===== config.mk =====
export PLATFORM = sky130hd
export DESIGN_NAME = bcd3_seg_scanner
export DESIGN_NICKNAME = d
export VERILOG_FILES = /design/src/rtl/bcd3_seg_scanner.sv
export SDC_FILE = /design/constraint.sdc
export NUM_CORES = 1
export LEC_CHECK = 0
export CAP_MARGIN = 10
export CORE_MARGIN = 10
export CORE_UTILIZATION = 23
export CTS_BUF_LIST = sky130_fd_sc_hd__clkbuf_8
export DETAILED_ROUTE_END_ITERATION = 16
export MAX_ROUTING_LAYER = met4
export PLACE_DENSITY = 0.4
export SETUP_SLACK_MARGIN = 0.15
export SYNTH_ARGS = -nofsm -noshare
export SYNTH_HDL_FRONTEND = slang
export SYNTH_SLANG_ARGS = --single-unit

===== constraint.sdc =====
create_clock -name clk -period 3.9 [get_ports clk]
set_input_delay 1.17 -clock clk [delete_from_list [all_inputs] [get_ports clk]]
set_output_delay 1.17 -clock clk [all_outputs]
set_load 0.01 [all_outputs]

===== src/rtl/bcd3_seg_scanner.sv =====
// ============================================================================
// Module   : bcd3_seg_scanner
// Purpose  : Time-multiplexed 3-digit seven-segment driver with per-frame
//            snapshot, leading-zero blanking and dash for non-BCD codes.
// Revision : 1.0 - initial release
// ============================================================================
`default_nettype none

module bcd3_seg_scanner #(
   parameter int unsigned REFRESH_DIV    = 50000,
   parameter bit          SEG_ACTIVE_LOW = 1'b1,
   parameter bit          AN_ACTIVE_LOW  = 1'b1,
   parameter bit          BLANK_LZ       = 1'b1
) (
   input  logic       clk,
   input  logic       reset,
   input  logic [3:0] d1,
   input  logic [3:0] d10,
   input  logic [3:0] d100,
   output logic [6:0] seg,
   output logic [2:0] an,
   output logic       frame
);

   localparam int unsigned c_PW      = (REFRESH_DIV > 1) ? $clog2(REFRESH_DIV) : 1;
   localparam logic [c_PW-1:0] c_TC  = c_PW'(REFRESH_DIV - 1);
   localparam logic [6:0] c_SEG_OFF  = SEG_ACTIVE_LOW ? 7'h7F : 7'h00;
   localparam logic [2:0] c_AN_OFF   = AN_ACTIVE_LOW  ? 3'b111 : 3'b000;

   typedef enum logic [1:0] {
      DIG0 = 2'd0,
      DIG1 = 2'd1,
      DIG2 = 2'd2
   } state_t;

   state_t            state_q, state_d;
   logic [c_PW-1:0]   presc_q, presc_d;
   logic [11:0]       snap_q, snap_d;
   logic              load_pending_q, load_pending_d;
   logic [6:0]        seg_q, seg_d;
   logic [2:0]        an_q, an_d;
   logic              frame_q, frame_d;

   logic [3:0]        w_digit;
   logic              w_blank;
   logic [2:0]        w_onehot;
   logic [6:0]        w_pat;

   function automatic logic [6:0] decode(input logic [3:0] v);
      case (v)
         4'd0:    decode = 7'h3F;
         4'd1:    decode = 7'h06;
         4'd2:    decode = 7'h5B;
         4'd3:    decode = 7'h4F;
         4'd4:    decode = 7'h66;
         4'd5:    decode = 7'h6D;
         4'd6:    decode = 7'h7D;
         4'd7:    decode = 7'h07;
         4'd8:    decode = 7'h7F;
         4'd9:    decode = 7'h6F;
         default: decode = 7'h40;
      endcase
   endfunction

   always_comb begin
      state_d        = state_q;
      presc_d        = presc_q;
      snap_d         = snap_q;
      load_pending_d = load_pending_q;
      frame_d        = 1'b0;
      if (load_pending_q) begin
         snap_d         = {d100, d10, d1};
         load_pending_d = 1'b0;
         state_d        = DIG0;
         presc_d        = '0;
         frame_d        = 1'b1;
      end else if (presc_q == c_TC) begin
         presc_d = '0;
         case (state_q)
            DIG0:    state_d = DIG1;
            DIG1:    state_d = DIG2;
            default: begin
               state_d = DIG0;
               snap_d  = {d100, d10, d1};
               frame_d = 1'b1;
            end
         endcase
      end else begin
         presc_d = presc_q + 1'b1;
      end
   end

   // Outputs are derived from the next state/snapshot so they register in step
   // with the slot change and no dead cycle appears between digits.
   always_comb begin
      w_digit  = snap_d[3:0];
      w_blank  = 1'b0;
      w_onehot = 3'b001;
      case (state_d)
         DIG1: begin
            w_digit  = snap_d[7:4];
            w_blank  = BLANK_LZ && (snap_d[11:8] == 4'd0) && (snap_d[7:4] == 4'd0);
            w_onehot = 3'b010;
         end
         DIG2: begin
            w_digit  = snap_d[11:8];
            w_blank  = BLANK_LZ && (snap_d[11:8] == 4'd0);
            w_onehot = 3'b100;
         end
         default: ;
      endcase
      w_pat = w_blank ? 7'h00 : decode(w_digit);
      seg_d = SEG_ACTIVE_LOW ? ~w_pat : w_pat;
      an_d  = AN_ACTIVE_LOW ? ~(w_blank ? 3'b000 : w_onehot)
                            :  (w_blank ? 3'b000 : w_onehot);
   end

   always_ff @(posedge clk) begin
      if (reset) begin
         state_q        <= DIG0;
         presc_q        <= '0;
         snap_q         <= '0;
         load_pending_q <= 1'b1;
         seg_q          <= c_SEG_OFF;
         an_q           <= c_AN_OFF;
         frame_q        <= 1'b0;
      end else begin
         state_q        <= state_d;
         presc_q        <= presc_d;
         snap_q         <= snap_d;
         load_pending_q <= load_pending_d;
         seg_q          <= seg_d;
         an_q           <= an_d;
         frame_q        <= frame_d;
      end
   end

   assign seg   = seg_q;
   assign an    = an_q;
   assign frame = frame_q;

endmodule

`default_nettype wire


# ---- After elaboration in Yosys (flattened, before gate mapping)
# Memory sizes are Yosys's and may differ from the RTL's.
# Index checks and enable logic that the tools add are counted.
dict set report totals {
  mem_count 1
  elab_cells 36
  reg_bits 42
  rom_bits 112
}
# memory words word_bits rd rd_ports_with_merged_regs wr line_no
set mem_list {}
lappend mem_list {{(name not given)} 16 7 1 0 0 50} ;# case (v)
dict set report classes {
  addsub 1
  reduce_logical 6
  n_bitwise 2
  muxes 15
  eq_ne 4
}
# op n
set op_table {}
lappend op_table {{two-way mux 12 bit} 3}
lappend op_table {{adder 16 x 1 -> 16 bit (second input constant)} 1}
lappend op_table {{== test 16 bit (second input constant)} 1}
lappend op_table {{logical NOT 4 bit} 2}
lappend op_table {{case mux 4 bit (2 select lines)} 1}
lappend op_table {{two-way mux 7 bit} 1}
lappend op_table {{NOT 7 bit} 1}
lappend op_table {{case mux 3 bit (2 select lines)} 1}
lappend op_table {{== test 2 x 1 -> 1 bit (second input constant)} 2}
lappend op_table {{two-way mux 1 bit} 4}
lappend op_table {{two-way mux 2 bit} 2}
lappend op_table {{case mux 2 bit (2 select lines)} 1}
lappend op_table {{two-way mux 3 bit} 1}
lappend op_table {{NOT 3 bit} 1}
lappend op_table {{OR reduction 3 bit} 1}
lappend op_table {{== test 2 bit (second input constant)} 1}
lappend op_table {{logical NOT 2 bit} 1}
lappend op_table {{case mux 1 bit (2 select lines)} 1}
lappend op_table {{OR reduction 2 bit} 1}
lappend op_table {{logical AND 1 bit} 1}

# ---- Logic depth before layout (Yosys ltp)
# Gate-level depths: netlist of the first run.
dict set report depth {
  depth_word 10
  mapped_depth 16
}

# ---- Least setup slack after synthesis of the first run
# Ideal clock, no wire load.
dict set report synth_timing {
  path_kind {flip-flop to flip-flop}
  start {register presc_q[11]}
  end {register seg_q[0] (netlist: seg[0])}
  slack_ns 0.155
  stages_incl_launch_ff 15
  setup_time_ns 0.126
  t_arrival_ns 3.619
  synth_period_minus_slack_ns 3.745
  path_cell_list {dfxtp_1 -> or4b_4 -> or4b_1 -> buf_6 -> and2_1 -> o21ai_0 -> inv_1 -> ha_1 -> nor2b_1 -> nor2b_1 -> nor3_1 -> inv_1 -> ha_1 -> mux2i_1 -> a22oi_1}
}
dict set report synth_between {
  elab_chain_cells 8
  word_cells_on_any_way 15
}
# element line_no
set synth_rtl {}
lappend synth_rtl {{start, declared} 37} ;# logic [c_PW-1:0] presc_q, presc_d;
lappend synth_rtl {{start signal, assigned} 129} ;# presc_q <= presc_d;
lappend synth_rtl {{== test 16 bit (*)} 77} ;# end else if (presc_q == c_TC) begin
lappend synth_rtl {{two-way mux 2 bit (*)} 77}
lappend synth_rtl {{two-way mux 2 bit (*)} 71} ;# if (load_pending_q) begin
lappend synth_rtl {{named net state_d[1]} 36} ;# state_t state_q, state_d;
lappend synth_rtl {{== test 2 bit or == test 2 x 1 -> 1 bit (tied branches)} 99} ;# case (state_d)
lappend synth_rtl {{case mux 4 bit (2 select lines)} 99}
lappend synth_rtl {{memory (16 x 7 bit)} -}
lappend synth_rtl {{two-way mux 7 bit (*)} 112} ;# w_pat = w_blank ? 7'h00 : decode(w_digit);
lappend synth_rtl {{NOT 7 bit (*)} 113} ;# seg_d = SEG_ACTIVE_LOW ? ~w_pat : w_pat;
lappend synth_rtl {{end signal, assigned} 124} ;# seg_q <= c_SEG_OFF;
lappend synth_rtl {{end signal, assigned} 132} ;# seg_q <= seg_d;
lappend synth_rtl {{end, declared} 40} ;# logic [6:0] seg_q, seg_d;
# Mark *: on every way through the listed nets, which the timed path passes. The rest lies on a longest branch.
# A chain may end at the register's enable or synchronous reset.

# ---- Worst setup path after layout of the first run
dict set report layout_timing {
  start {register presc_q[11]}
  end {register seg_q[4] (netlist: seg[4])}
}
dict set report layout_between {
  elab_chain_cells 8
  word_cells_on_any_way 15
}
# element line_no
set layout_rtl {}
lappend layout_rtl {{== test 16 bit (*)} 77}
lappend layout_rtl {{two-way mux 2 bit or two-way mux 12 bit (tied branches)} 77}
lappend layout_rtl {{two-way mux 2 bit or two-way mux 12 bit (tied branches)} 71}
lappend layout_rtl {{== test 2 bit, or another cell as far along} 99}
lappend layout_rtl {{case mux 4 bit (2 select lines) or logical AND 1 bit (tied branches)} {99, 102}}
lappend layout_rtl {{memory (16 x 7 bit) or case mux 1 bit (2 select lines) (tied branches)} -}
lappend layout_rtl {{two-way mux 7 bit (*)} 112}
lappend layout_rtl {{NOT 7 bit (*)} 113}
# Every way passes the cells marked *; elsewhere a longest branch is shown, timed or not.

==> qor.csv, run 1 <==
metric,value,unit
number of antenna cells inserted,0,
"share of synthesized cell area in full adder, half adder and majority cells",5.079,%
Syn Std Cell Area,0.001971,mm2
"FFs w/ async S/R, synth",0,%
dominant cells by area after synthesis,"sky130_fd_sc_hd__dfxtp_1 (43%), sky130_fd_sc_hd__ha_1 (5.1%), sky130_fd_sc_hd__nor2_1 (4.4%), sky130_fd_sc_hd__xor2_1 (3.6%), sky130_fd_sc_hd__mux2_2 (2.9%)",
number of max-slew violations in the final report,0,
number of global-route vias before repair,1563,
via count,1568,
required arrival time at the worst endpoint,4120,ps
RSZ-0062 raised after global routing,no,
Total Routed Length,4750,um
tightest hold margin,450.0,ps
level count of the clock H-tree,2,
transition time at the pin with the least slew margin,532.2,ps
clock-pin transition on the worst setup and hold timing paths,90,ps
largest net degree at the start of global routing,16,
power per unit of standard cell area,340.6,mW/mm2
Setup Total Neg Slack,0,ps
per-cell via count in the routed design,4.467,
"Net Count, Synth",229,
hold bufs inserted after CTS,0,
Achievable Freq,284.4,MHz
Detailed Route Iter0 Violations,75,
total count of hold-check failures in the final report,0,
Critical Path Sink Type,register,
fraction of the yosys area taken by sequential cells,42.67,%
die area,0.01267,mm2
Critical Path Source Type,register,
shortest clock period the worst path allows after layout,3516,ps
final net count,267,
"IR drop worst, VDD",0.1489,mV
final worst-path cycle share,90.15,%
effective utilization at floorplan,23.86,%
portion of synthesized cell area occupied by the leading cell type,42.67,%
count of cell types in the netlist,47,
largest family of logic cells by synthesized area,simple AND/OR/NAND/NOR gates,
core area,0.008258,mm2
DP Wirelength,3583,um
DR WL/cell,13.53,um
yosys warns,0,
global-route usage over all layers,7.835,%
mux cell area share after synthesis,5.905,%
count of state elements after synthesis,42,
first-pass GRT wire length,8114,um
first-pass iteration count of the detailed router,4,
run status,"complete, no violations",
number of port buffers,24,
Inserted Clock Buffers,5,
area delta synth->final,29.27,%
antenna violation net count after detailed routing,0,
sinks on the clock net,42,
maximum fanout encountered on the critical timing path,6,
cell taking the most area after synthesis,sky130_fd_sc_hd__dfxtp_1,
most used standard cells in the synthesized netlist,"sky130_fd_sc_hd__dfxtp_1 (42), sky130_fd_sc_hd__nor2_1 (23), sky130_fd_sc_hd__nand2_1 (13), sky130_fd_sc_hd__o21ai_0 (10), sky130_fd_sc_hd__a21oi_1 (9)",
final clock skew,12.22,ps
fraction of synthesized cell area in xor and xnor cells,5.778,%
initial antenna violation count,0,
worst min-delay path class,register to register,
top flip-flop cell by instance count after synthesis,sky130_fd_sc_hd__dfxtp_1,
Die Wd,112.6,um
maxcap violations,0,
synthesized netlist cell count,207,
RePlAce Congestion,0.7657,
type of the setup path with the least slack,register to register,
Row Count,33,
cell at the root of the clock tree,sky130_fd_sc_hd__clkbuf_8,
worst slew margin relative to its limit,64.43,%
IO Pins,25,
Vert. Die Dim,112.6,um
setup-violating endpoint count in the final report,0,
simple logic cell fraction of the synthesized area,22.67,%
TritonCTS clock tree,built,
fraction of final layout cells sized beyond drive strength 1,20.73,%
most common cell in the synthesized netlist,sky130_fd_sc_hd__dfxtp_1,
number of synthesized flops with an enable pin,0,
remaining routing DRC violations,0,
maximum root-to-sink buffer count,2,
reported leakage power,0.0009745,uW
total overflow reported by the global router,0,
Clock Latency Late Sink,290,ps
average cell area after synthesis,9.520,um2
arrival time at the worst endpoint,3740,ps
"synthesized-area fraction occupied by ao, oa, aoi and oai cells",14.29,%
[power by group]
part	switching, uW	total, uW	leakage (uW)	internal, uW
sequential	7.71	454	0.000344	446
combinational	53.9	119	0.000578	65.5
clock	153	294	0.0000524	141
total	215	868	0.000975	653
[layout make-up]
cell class | instances | area (um2)
well taps | 105 | 131.4
clock inverters | 2 | 8.758
inverters | 9 | 33.78
repair buffers | 37 | 337.8
clock buffers | 6 | 82.58
fillers | 881 | 5710
flip-flops and latches | 42 | 840.8
multi-input cells | 150 | 1112
[flip-flops by register name, indices dropped and copies added, names as in the netlist]
| register | flops |
|---|---|
| an | 3 |
| frame | 1 |
| load_pending_q | 1 |
| presc_q | 16 |
| seg | 7 |
| snap_q | 12 |
| state_q | 2 |
[per-layer routing]
layer	wire (um)	GRT usage, %
met1	2645	10.87
met2	1942	10.87
met3	77	1.225
met4	83	3.299
met5	0	-
[worst max-delay path, cell delays in order, from the launching register on]
cell and delay, ps:
sky130_fd_sc_hd__dfxtp_1 350, sky130_fd_sc_hd__or4b_4 570, sky130_fd_sc_hd__or4b_4 580, sky130_fd_sc_hd__buf_4 180
sky130_fd_sc_hd__xnor2_2 130, sky130_fd_sc_hd__nand2_2 100, sky130_fd_sc_hd__ha_4 290, sky130_fd_sc_hd__inv_1 70
sky130_fd_sc_hd__nand2_1 110, sky130_fd_sc_hd__a21oi_2 190, sky130_fd_sc_hd__a221oi_2 50, sky130_fd_sc_hd__buf_4 160
sky130_fd_sc_hd__ha_1 190, sky130_fd_sc_hd__or2_2 290, sky130_fd_sc_hd__a32oi_1 190
[cells by family after synthesis]
group / count (synthesis)
and+or+nand+nor: 80
muxes: 10
AOI/OAI and AO/OA: 39
adders and majority gates: 8
xor gates and xnor gates: 13
buffers and inverters: 15
DFF: 42
[path summary, 6_finish.rpt]
check | startpoint | to | slack [ps] | depth (start not counted)
max | presc_q[11]$_SDFF_PP0_ | seg[4]$_SDFF_PP1_ | 380 | 14
min | presc_q[0]$_SDFF_PP0_ | presc_q[0]$_SDFF_PP0_ | 450 | 1
max reg2reg | presc_q[11]$_SDFF_PP0_ | seg[4]$_SDFF_PP1_ | 380 | 14
min reg2reg | presc_q[0]$_SDFF_PP0_ | presc_q[0]$_SDFF_PP0_ | 450 | 1
[repair_timing]
item                       4_1_cts  5_1_grt
resized for setup                0       12
buffers inserted                 0        2
setup endpoints to repair        0        7
[cells in the final DEF, fill, tap and decap left out, types with 4 or more instances in the layout]
cell type                         netlist  layout
sky130_fd_sc_hd__dfxtp_1               42      42
sky130_fd_sc_hd__buf_4                  0      13
sky130_fd_sc_hd__inv_1                  8       9
sky130_fd_sc_hd__nand3_1                8       8
sky130_fd_sc_hd__a21oi_1                9       8
sky130_fd_sc_hd__nand2_1               13      12
sky130_fd_sc_hd__nor2_1                23      23
sky130_fd_sc_hd__clkbuf_8               0       6
sky130_fd_sc_hd__o21ai_0               10       9
sky130_fd_sc_hd__nor2b_1                8       6
sky130_fd_sc_hd__xnor2_1                5       4
sky130_fd_sc_hd__ha_1                   8       7
sky130_fd_sc_hd__xor2_1                 8       8
sky130_fd_sc_hd__clkdlybuf4s50_1        0      24
sky130_fd_sc_hd__o211ai_1               5       5
sky130_fd_sc_hd__mux2_2                 5       5
[stage by stage]
step	cell area (um2)	utilization, %	cells	power, uW	setup WS (ps)
after floorplan	1971	-	207	526.5	155.2
after global placement	2387	28.91	341	582.5	213.3
after detailed placement	2387	28.91	341	580.7	205.9
after CTS	2479	30.02	349	883.8	178.3
after global routing	2547	30.85	351	917.9	158.0
final	2547	30.85	351	867.6	384.1
No activity file was read; power rests on OpenSTA's default activity.
==> inputs of run 2 (changes only) <==
Settings changed: CORE_MARGIN 10 to 2, CORE_UTILIZATION 23 to 39, PLACE_DENSITY 0.4 to 0.61.
==> run 2 against run 1 <==
Worst hold slack improved by 1.1 ps; critical endpoint is now seg[5]$_SDFF_PP1_; total power rose by 5.7%; non-clock buffer count did not move.
==> qor.csv, run 2 (same netlist as run 1, synthesis figures left out) <==
metric,value,unit,change
run status,"complete, no violations",,
fraction of power consumed by sequential logic,49.6,%,-2.8 points
type of the setup path with the least slack,register to register,,
TritonCTS clock tree,built,,
remaining routing DRC violations,0,,unchanged
fraction of power spent switching nets,21.93,%,-2.9 points
Critical Path Source Type,register,,
RePlAce Congestion,0.8282,,+8.2%
antenna violation net count after detailed routing,0,,unchanged
"flip-flop count of the largest register, all copies and words added",16,,unchanged
fraction of final layout cells sized beyond drive strength 1,21.22,%,+0.49 points
most frequent cells in the layout,"sky130_fd_sc_hd__dfxtp_1 (40), sky130_fd_sc_hd__clkdlybuf4s50_1 (24), sky130_fd_sc_hd__nor2_1 (23)",,
first-pass iteration count of the detailed router,4,,unchanged
maxcap violations,0,,unchanged
per-cell via count in the routed design,4.997,,+12%
met2 demand-to-capacity share in global routing,23.00,%,+12 points
hold bufs inserted after CTS,0,,unchanged
maximum fanout encountered on the critical timing path,11,,+5
area delta synth->final,27.37,%,
die area,0.005638,mm2,-56%
Achievable Freq,282.7,MHz,-0.61%
Row Count,25,,-24%
number of global-route vias before repair,1476,,-5.6%
Critical Path Sink Type,register,,
Die Wd,75.09,um,-33%
DP Wirelength,2989,um,-17%
"IR drop worst, VDD",0.2014,mV,+35%
"most common cell after layout, fill and taps aside",sky130_fd_sc_hd__dfxtp_1,,
number of max-slew violations in the final report,0,,unchanged
effective utilization at floorplan,41.18,%,+17 points
global-route usage over all layers,16.60,%,+8.8 points
setup-violating endpoint count in the final report,0,,unchanged
clock-pin transition on the worst setup and hold timing paths,80,ps,about the same
number of port buffers,24,,unchanged
cell at the root of the clock tree,sky130_fd_sc_hd__clkbuf_8,,
total count of hold-check failures in the final report,0,,unchanged
power after layout,916.9,uW,+5.7%
DR WL/cell,13.52,um,about the same
IO Pins,25,,unchanged
sinks on the clock net,42,,unchanged
final net count,267,,unchanged
required arrival time at the worst endpoint,4100,ps,-20 ps
final worst-path cycle share,90.71,%,+0.55 points
startpoint of the lowest-slack hold path,presc_q[0]$_SDFF_PP0_,,
tightest hold margin,451.1,ps,+1.061 ps
arrival time at the worst endpoint,3740,ps,about the same
number of antenna cells inserted,0,,unchanged
core area,0.004786,mm2,-42%
"Most flops, register",presc_q,,
shortest clock period the worst path allows after layout,3538,ps,+21.59 ps
startpoint of the worst setup timing path,presc_q[5]$_SDFF_PP0_,,
reported leakage power,0.0009700,uW,-0.46%
Vert. Die Dim,75.09,um,-33%
maximum root-to-sink buffer count,2,,unchanged
level count of the clock H-tree,2,,unchanged
largest net degree at the start of global routing,16,,unchanged
power per unit of standard cell area,365.3,mW/mm2,+7.3%
worst slew margin relative to its limit,65.34,%,+0.91 points
Total Routed Length,4218,um,-11%
final clock skew,5.219,ps,-7.004 ps
met1 Track Usage GR,23.60,%,+13 points
Setup Total Neg Slack,0,ps,unchanged
RSZ-0062 raised after global routing,no,,
fill cell count,469,,-47%
Detailed Route Iter0 Violations,80,,+6.7%
GR peak layer,met1,,
first-pass GRT wire length,6810,um,-16%
switching power,201.0,uW,-6.5%
total overflow reported by the global router,0,,unchanged
via count,1559,,-0.57%
initial antenna violation count,0,,unchanged
part of the total power dissipated in the clock network,37.7,%,+3.8 points
transition time at the pin with the least slew margin,518.6,ps,-13.59 ps
Comb power frac,12.8,%,-1.0 points
Internal Dissipation,715.9,uW,+9.7%
critical register-to-register path startpoint,presc_q[5]$_SDFF_PP0_,,
worst min-delay path class,register to register,,
global routing met3 resource utilization,4.016,%,+2.8 points
Inserted Clock Buffers,5,,unchanged
Clock Latency Late Sink,290,ps,about the same
run 2: cell count changes in the layout (fill, tap and decap cells not counted), sizes merged:
cell,before,now
bufinv,0,1
clkinv,1,0
inv,10,9
run 2: final timing paths:
kind,endpoint,slack (ps),cells past startpoint
hold / removal,presc_q[0]$_SDFF_PP0_,450,1
setup reg to reg,seg[5]$_SDFF_PP1_,360,13
setup / recovery,seg[5]$_SDFF_PP1_,360,13
hold reg to reg,presc_q[0]$_SDFF_PP0_,450,1
run 2: worst max-delay path, stage by stage, from the launching register on:
cell and delay (ps):
sky130_fd_sc_hd__dfxtp_2 350, sky130_fd_sc_hd__or4b_4 550, sky130_fd_sc_hd__or4b_4 590, sky130_fd_sc_hd__buf_4 180
sky130_fd_sc_hd__xnor2_1 160, sky130_fd_sc_hd__nand2_2 120, sky130_fd_sc_hd__ha_4 320, sky130_fd_sc_hd__inv_1 60
sky130_fd_sc_hd__nand2_1 100, sky130_fd_sc_hd__a21oi_1 80, sky130_fd_sc_hd__a221oi_2 210, sky130_fd_sc_hd__buf_4 220
sky130_fd_sc_hd__mux2_2 340, sky130_fd_sc_hd__a22oi_1 170
run 2: layer usage:
layer | wire length (um) | share of wire (%) | up-vias
met1 | 2242 | 53 | 727
li1 | - | - | 805
met3 | 133 | 3.2 | 5
met5 | 0 | 0 | -
met4 | 59 | 1.4 | 0
met2 | 1782 | 42 | 22
run 2: per-stage QoR:
step	instance area, um2	utilization [%]	setup WS (ps)	instances
finish	2510	52.44	362.5	312
global route	2510	52.44	123.2	312
CTS	2445	51.09	164.6	309
detailed placement	2332	48.73	201.6	302
global placement	2332	48.73	223.6	302
floorplan	1971	-	155.2	207
run 2: what timing repair did:
| action | 4_1_cts | 5_1_grt |
|---|---|---|
| gates resized for setup | 0 | 12 |
| setup buffers | 0 | 3 |
| endpoints found under the setup margin | 0 | 7 |
run 2: area by class of cell:
class	count	area [um2]	area share [%]
inverters	9	33.78	1.346
flip-flops and latches	42	843.3	33.60
well taps	67	83.83	3.340
clock inverters	1	30.03	1.196
clock buffers	6	82.58	3.290
repair buffers	37	337.8	13.46
multi-input cells	150	1099	43.77
run 2: power by group through the flow:
stage                     logic (uW)  clock network, uW  registers (uW)
after detailed placement         112                  0             465
after CTS                        113                358             454
final                            117                345             454
after global placement           112                  0             464
after global routing             128                374             456
after floorplan                 59.9                  0             467
